$ cat src/rtl/spi_mst_fifo.sv
// spi_mst_fifo: SPI master with TX/RX frame FIFOs, four clock modes, bit order select and back-to-back bursts
module spi_mst_fifo #(
  parameter int DW = 8,
  parameter int DEPTH = 4,
  parameter int NSS = 8,
  parameter int DIVW = 8,
  localparam int AW = $clog2(DEPTH),
  localparam int SW = (NSS > 1) ? $clog2(NSS) : 1,
  localparam int TW = $clog2(2 * DW + 1)
) (
  input  logic            clk,
  input  logic            rst_n,
  input  logic            en,
  input  logic            cfg_cpol,
  input  logic            cfg_cpha,
  input  logic            cfg_lsbf,
  input  logic [DIVW-1:0] cfg_div,
  input  logic [SW-1:0]   cfg_ss,
  input  logic [DW-1:0]   tx_data,
  input  logic            tx_valid,
  output logic            tx_ready,
  output logic [DW-1:0]   rx_data,
  output logic            rx_valid,
  input  logic            rx_ready,
  output logic            ovf,
  input  logic            ovf_clr,
  output logic            busy,
  output logic            sck,
  output logic            mosi,
  output logic [NSS-1:0]  ss_n,
  input  logic            miso
);
  typedef enum logic [2:0] {IDLE, SETUP, SHIFT, HOLD, GAP} state_e;
  state_e          state_q, state_d;
  logic [DIVW-1:0] cnt_q, div_q;
  logic [TW-1:0]   tg_q, tg_n;
  logic            cpha_q, lsbf_q;
  logic [DW-1:0]   sh_q, rsh_q, tx_head;
  logic [DW-1:0]   tx_mem [DEPTH];
  logic [DW-1:0]   rx_mem [DEPTH];
  logic [AW:0]     tx_wp_q, tx_rp_q, rx_wp_q, rx_rp_q;
  logic            tx_empty, tx_full, rx_empty, rx_full, tx_push, rx_pop, rx_wr;
  logic            sck_q, mosi_q, rx_push_q, ovf_q, ovf_d;
  logic [NSS-1:0]  ss_q;
  logic            tick, last, tog, smp, shf, start, burst, load, cph, lsb, drop_ss;

  assign tx_empty = tx_wp_q == tx_rp_q;
  assign tx_full  = (tx_wp_q[AW] != tx_rp_q[AW]) && (tx_wp_q[AW-1:0] == tx_rp_q[AW-1:0]);
  assign rx_empty = rx_wp_q == rx_rp_q;
  assign rx_full  = (rx_wp_q[AW] != rx_rp_q[AW]) && (rx_wp_q[AW-1:0] == rx_rp_q[AW-1:0]);
  assign tx_ready = !tx_full;
  assign tx_push  = tx_valid && !tx_full;
  assign rx_valid = !rx_empty;
  assign rx_pop   = rx_valid && rx_ready;
  assign rx_wr    = rx_push_q && !rx_full;
  assign rx_data  = rx_empty ? '0 : rx_mem[rx_rp_q[AW-1:0]];
  assign tx_head  = tx_mem[tx_rp_q[AW-1:0]];
  assign tick     = cnt_q == div_q;
  assign tg_n     = tg_q + TW'(1);
  assign last     = tg_n == TW'(2 * DW);
  assign tog      = (state_q == SHIFT) && tick;
  assign ovf_d    = (rx_push_q && rx_full) ? 1'b1 : (ovf_clr ? 1'b0 : ovf_q);
  assign ovf      = ovf_q;
  assign sck      = sck_q;
  assign mosi     = mosi_q;
  assign ss_n     = ss_q;

  // State register
  always_ff @(posedge clk or negedge rst_n) begin
    if (!rst_n) state_q <= IDLE;
    else state_q <= state_d;
  end

  // Next state: each non-idle stage advances on a half-period tick
  always_comb begin
    state_d = state_q;
    case (state_q)
      IDLE:    state_d = (en && !tx_empty) ? SETUP : IDLE;
      SETUP:   state_d = tick ? SHIFT : SETUP;
      SHIFT:   state_d = (tick && last) ? HOLD : SHIFT;
      HOLD:    state_d = tick ? ((en && !tx_empty) ? SHIFT : GAP) : HOLD;
      GAP:     state_d = tick ? IDLE : GAP;
      default: state_d = IDLE;
    endcase
  end

  // Decoded controls: frame loads, per-toggle sample/shift and ss release
  always_comb begin
    start   = (state_q == IDLE) && (state_d == SETUP);
    burst   = (state_q == HOLD) && (state_d == SHIFT);
    load    = start || burst;
    drop_ss = (state_q == HOLD) && (state_d == GAP);
    cph     = start ? cfg_cpha : cpha_q;
    lsb     = start ? cfg_lsbf : lsbf_q;
    smp     = tog && (cpha_q ? !tg_n[0] : tg_n[0]);
    shf     = tog && (cpha_q ? tg_n[0] : (!tg_n[0] && !last));
    busy    = state_q != IDLE;
  end

  // Timing counters, config latch, slave select and serial shift registers
  always_ff @(posedge clk or negedge rst_n) begin
    if (!rst_n) begin
      cnt_q     <= '0;
      div_q     <= '0;
      tg_q      <= '0;
      cpha_q    <= 1'b0;
      lsbf_q    <= 1'b0;
      sh_q      <= '0;
      rsh_q     <= '0;
      sck_q     <= 1'b0;
      mosi_q    <= 1'b0;
      rx_push_q <= 1'b0;
      ss_q      <= '1;
    end else begin
      cnt_q     <= (state_q == IDLE || tick) ? '0 : cnt_q + DIVW'(1);
      sck_q     <= (state_q == IDLE) ? cfg_cpol : (tog ? !sck_q : sck_q);
      rx_push_q <= tog && last;
      if (start) begin
        cpha_q <= cfg_cpha;
        lsbf_q <= cfg_lsbf;
        div_q  <= cfg_div;
        ss_q   <= ~(NSS'(1) << cfg_ss);
      end else if (drop_ss) begin
        ss_q <= '1;
      end
      if (load) begin
        tg_q   <= '0;
        mosi_q <= lsb ? tx_head[0] : tx_head[DW-1];
        sh_q   <= cph ? tx_head : (lsb ? tx_head >> 1 : tx_head << 1);
      end else if (tog) begin
        tg_q <= tg_n;
        if (shf) begin
          mosi_q <= lsbf_q ? sh_q[0] : sh_q[DW-1];
          sh_q   <= lsbf_q ? sh_q >> 1 : sh_q << 1;
        end
      end
      if (smp) rsh_q <= lsbf_q ? {miso, rsh_q[DW-1:1]} : {rsh_q[DW-2:0], miso};
    end
  end

  // FIFO pointers and sticky overflow; a full RX FIFO drops the word
  always_ff @(posedge clk or negedge rst_n) begin
    if (!rst_n) begin
      tx_wp_q <= '0;
      tx_rp_q <= '0;
      rx_wp_q <= '0;
      rx_rp_q <= '0;
      ovf_q   <= 1'b0;
    end else begin
      tx_wp_q <= tx_wp_q + (AW+1)'(tx_push);
      tx_rp_q <= tx_rp_q + (AW+1)'(load);
      rx_wp_q <= rx_wp_q + (AW+1)'(rx_wr);
      rx_rp_q <= rx_rp_q + (AW+1)'(rx_pop);
      ovf_q   <= ovf_d;
    end
  end

  // FIFO storage
  always_ff @(posedge clk) begin
    if (tx_push) tx_mem[tx_wp_q[AW-1:0]] <= tx_data;
    if (rx_wr) rx_mem[rx_wp_q[AW-1:0]] <= rsh_q;
  end
endmodule

$ cat config.mk
export PLATFORM = sky130hd
export DESIGN_NAME = spi_mst_fifo
export DESIGN_NICKNAME = d
export VERILOG_FILES = /design/src/rtl/spi_mst_fifo.sv
export SDC_FILE = /design/constraint.sdc
export NUM_CORES = 1
export LEC_CHECK = 0
export CAP_MARGIN = 15
export CORE_UTILIZATION = 45
export DETAILED_ROUTE_END_ITERATION = 6
export PLACE_DENSITY = 0.78
export SLEW_MARGIN = 10
export SYNTH_ARGS = -nofsm -noshare
export SYNTH_HDL_FRONTEND = slang
export SYNTH_SLANG_ARGS = --single-unit
$ cat constraint.sdc
create_clock -name clk -period 2.3 [get_ports clk]
set_input_delay 0.46 -clock clk [delete_from_list [all_inputs] [get_ports clk]]
set_output_delay 0.46 -clock clk [all_outputs]
set_load 0.01 [all_outputs]
==> results.md <==
- WL per Instance: 15.98 µm
- Warnings, synthesis: 0
- Total CTS buffers: 17
- CP Capture Type: output port
- CP bufs+invs: 2
- Run status: completed
- Post-placement cell area: 0.006608 mm²
- R2R Path Start: tx_wp_q[1]
- EDFF count, synth: 64
- Syn Std Cell Area: 0.005773 mm²
- H-Tree Depth: 4
- Routed vias/inst: 5.234
- Ranking of synthesized cells by area: edfxtp_1 33%, dfrtp_1 25%, mux4_2 6.2%
- DIE AREA: 0.01329 mm²
- VDD IR max: 0.9869 mV
- Initial antenna violation count: 0
- Worst-Margin Slew: 518.9 ps
- Global-route usage over all layers: 0.1839
- Worst path cell trace: buf_12 > mux4_2 > nor2b_1 > buf_2
- R2R depth: 8
- Final period util: 0.9556
- Area delta synth->final: 26.87%
- Nets: 541
- Most frequent cells after synthesis: 64 x edfxtp_1, 58 x dfrtp_1, 55 x nand2_1
- Non-Filler Instances: 687
- Die Width: 115.3 µm
- Startpoint types: register
- Area leader, netlist: edfxtp_1
- Clock period minus worst slack: 2198 ps
- Starting DRT DRC Count: 159
- Hold Path Class: in2async
- Clock sink total: 130
- Top cell type's share of synthesized area: 0.3329
- Post-route DRC: 0
- Max cap viols: 0
- Largest net degree at the start of global routing: 46
- Seq cells post-synth: 130
- Cts hold-fix bufs: 0
- Final HPWL DP: 7.391 mm
- CTS Buffer Depth: 2
- Count leader, synth: edfxtp_1
- Relative slew slack: 0.6541
- Static Leak: 2.923 nW
- CP max stage cell: mux4_2
- CTS Root Cell: clkbuf_16
- Skew final: 9.549 ps
- Synth Flop Type: edfxtp_1
- Diode count: 0
- Average size of a mapped cell: 13.78 µm²
- Routed Antenna Nets: 0
- Detailed-route wire length: 10.98 mm
- Port bufs: 50
- CP Max Fanout: 10
- Drt pass-1 iters: 4
- Critical Setup Path Class: reg2out
- # rows: 41
- R2R Path End: sh_q[2]
- Final Max Slew Viols: 0
- Global route overflow: 0
- CTS tree: built
- Syn_nets: 458
- Crit path setup slack, layout: 102.2 ps
- Asr flop ratio synth: 0.5077
- CP max stage delay: 510 ps
- RSZ-0062 raised after global routing: no
- Die Span Y: 115.3 µm
- Endpoints failing setup: 0
- Delay-heaviest family, CP: multiplexers
- Worst Path Arrival: 1740 ps
- Core region area: 0.01257 mm²
- Final Hold Viols: 0
- Vias in the first global route: 3720
- GPL Wtd Cong: 0.7875
- Sequential fraction of the synthesis area: 0.6207
- Max Clk Rate: 0.4550 GHz
- Clk slew on worst S/H paths: 60 ps
- First-pass GRT wire length: 18.02 mm
- Fraction of layout cells with a size suffix above 1: 0.2233
- Syn Inst Count: 419
- Placed cell count: 651
- DR vias: 3596
- Pre-CTS WS: 78.71 ps
- Power Dens Cells: 1335 mW/mm²
- Worst-Skew Late Latency: 420 ps
- Final std cell area, no fill: 0.007325 mm²
- Crit path required time: 1840 ps
- Reg2reg setup slack: 100 ps
- Yosys cell types: 49
- I/O pin cnt: 51
- Initial core utilization: 0.4593
area by class of cell:
cell class | count | area [µm²]
multi-input combinational | 263 | 2137
inverter | 12 | 45.04
clock inverter | 13 | 207.7
clock buffer | 19 | 432.9
tap | 172 | 215.2
timing repair buffer | 78 | 699.4
sequential | 130 | 3587
fill | 984 | 5244
layer usage:
metal,track usage,up-vias,routed length [µm]
li1,-,1699,-
met1,0.2128,1786,4652
met2,0.3137,91,5732
met3,0.05219,20,375
met4,0.09264,0,219
met5,0,-,0
how the worst max path moves through the flow:
stage	start	endpoint	slack, ps	cells after the start
final	rx_rp_q[0]	rx_data[3]	100	4
after global routing	tx_wp_q[1]	sh_q[2]	1	8
after CTS	rx_rp_q[0]	rx_data[3]	-20	7
after detailed placement	en	ss_n[4]	80	5
after global placement	cnt_q[0]	mosi	180	7
after floorplan	rx_rp_q[0]	rx_mem[2][0]	7	6
logic make-up (layout without fill, tap and decap cells):
logic type / count (synthesis) / in the layout / synth area share
compound gates: 42 / 42 / 0.05614
buf+inv: 26 / 122 / 0.02189
simple gates: 128 / 128 / 0.1032
xor+xnor: 30 / 30 / 0.04551
flops: 130 / 130 / 0.6207
mux: 53 / 53 / 0.1309
fa+ha+maj: 10 / 10 / 0.02167
cell usage in the layout, fill, tap and decap left out, types with 11 or more instances in the layout:
cell type / instances
edfxtp_1: 64
clkdlybuf4s50_1: 38
mux4_2: 16
nand2_1: 55
nor2_1: 25
xnor2_1: 12
xor2_1: 14
inv_1: 11
dfrtp_1: 55
mux2i_1: 28
nand3_1: 11
clkbuf_16: 17
buf_4: 23
timing repair:
action / 4_1_cts / 5_1_grt
gates cloned: 0 / 1
setup endpoints to repair: 10 / 32
pin swaps: 2 / 3
setup buffers: 3 / 0
gates resized for setup: 37 / 14
per-stage QoR:
stage          TNS (ps)  utilization  hold WS, ps  power, mW
3_3_place_gp          0       0.5257        447.5      6.670
6_report              0       0.5828        18.54      9.777
2_1_floorplan         0            -        164.4      5.634
3_5_place_dp          0       0.5257        459.1      6.834
4_1_cts          -15.30       0.5784        14.72      9.792
5_1_grt               0       0.5828        34.46      10.32
report_power, final:
part | internal (mW) | total (mW) | switching (mW) | leakage [nW]
registers | 3.11 | 3.62 | 0.507 | 1.40
logic | 1.64 | 3.26 | 1.61 | 1.22
clock network | 1.92 | 2.91 | 0.983 | 0.303
flip-flops by register name, summed over array words and instances (netlist names), 5 cells and up:
register,count
sh_q,8
ss_n,8
rx_mem,32
tg_q,5
tx_mem,32
cnt_q,8
rsh_q,8
div_q,8
Power figures use the tool's default switching activity.
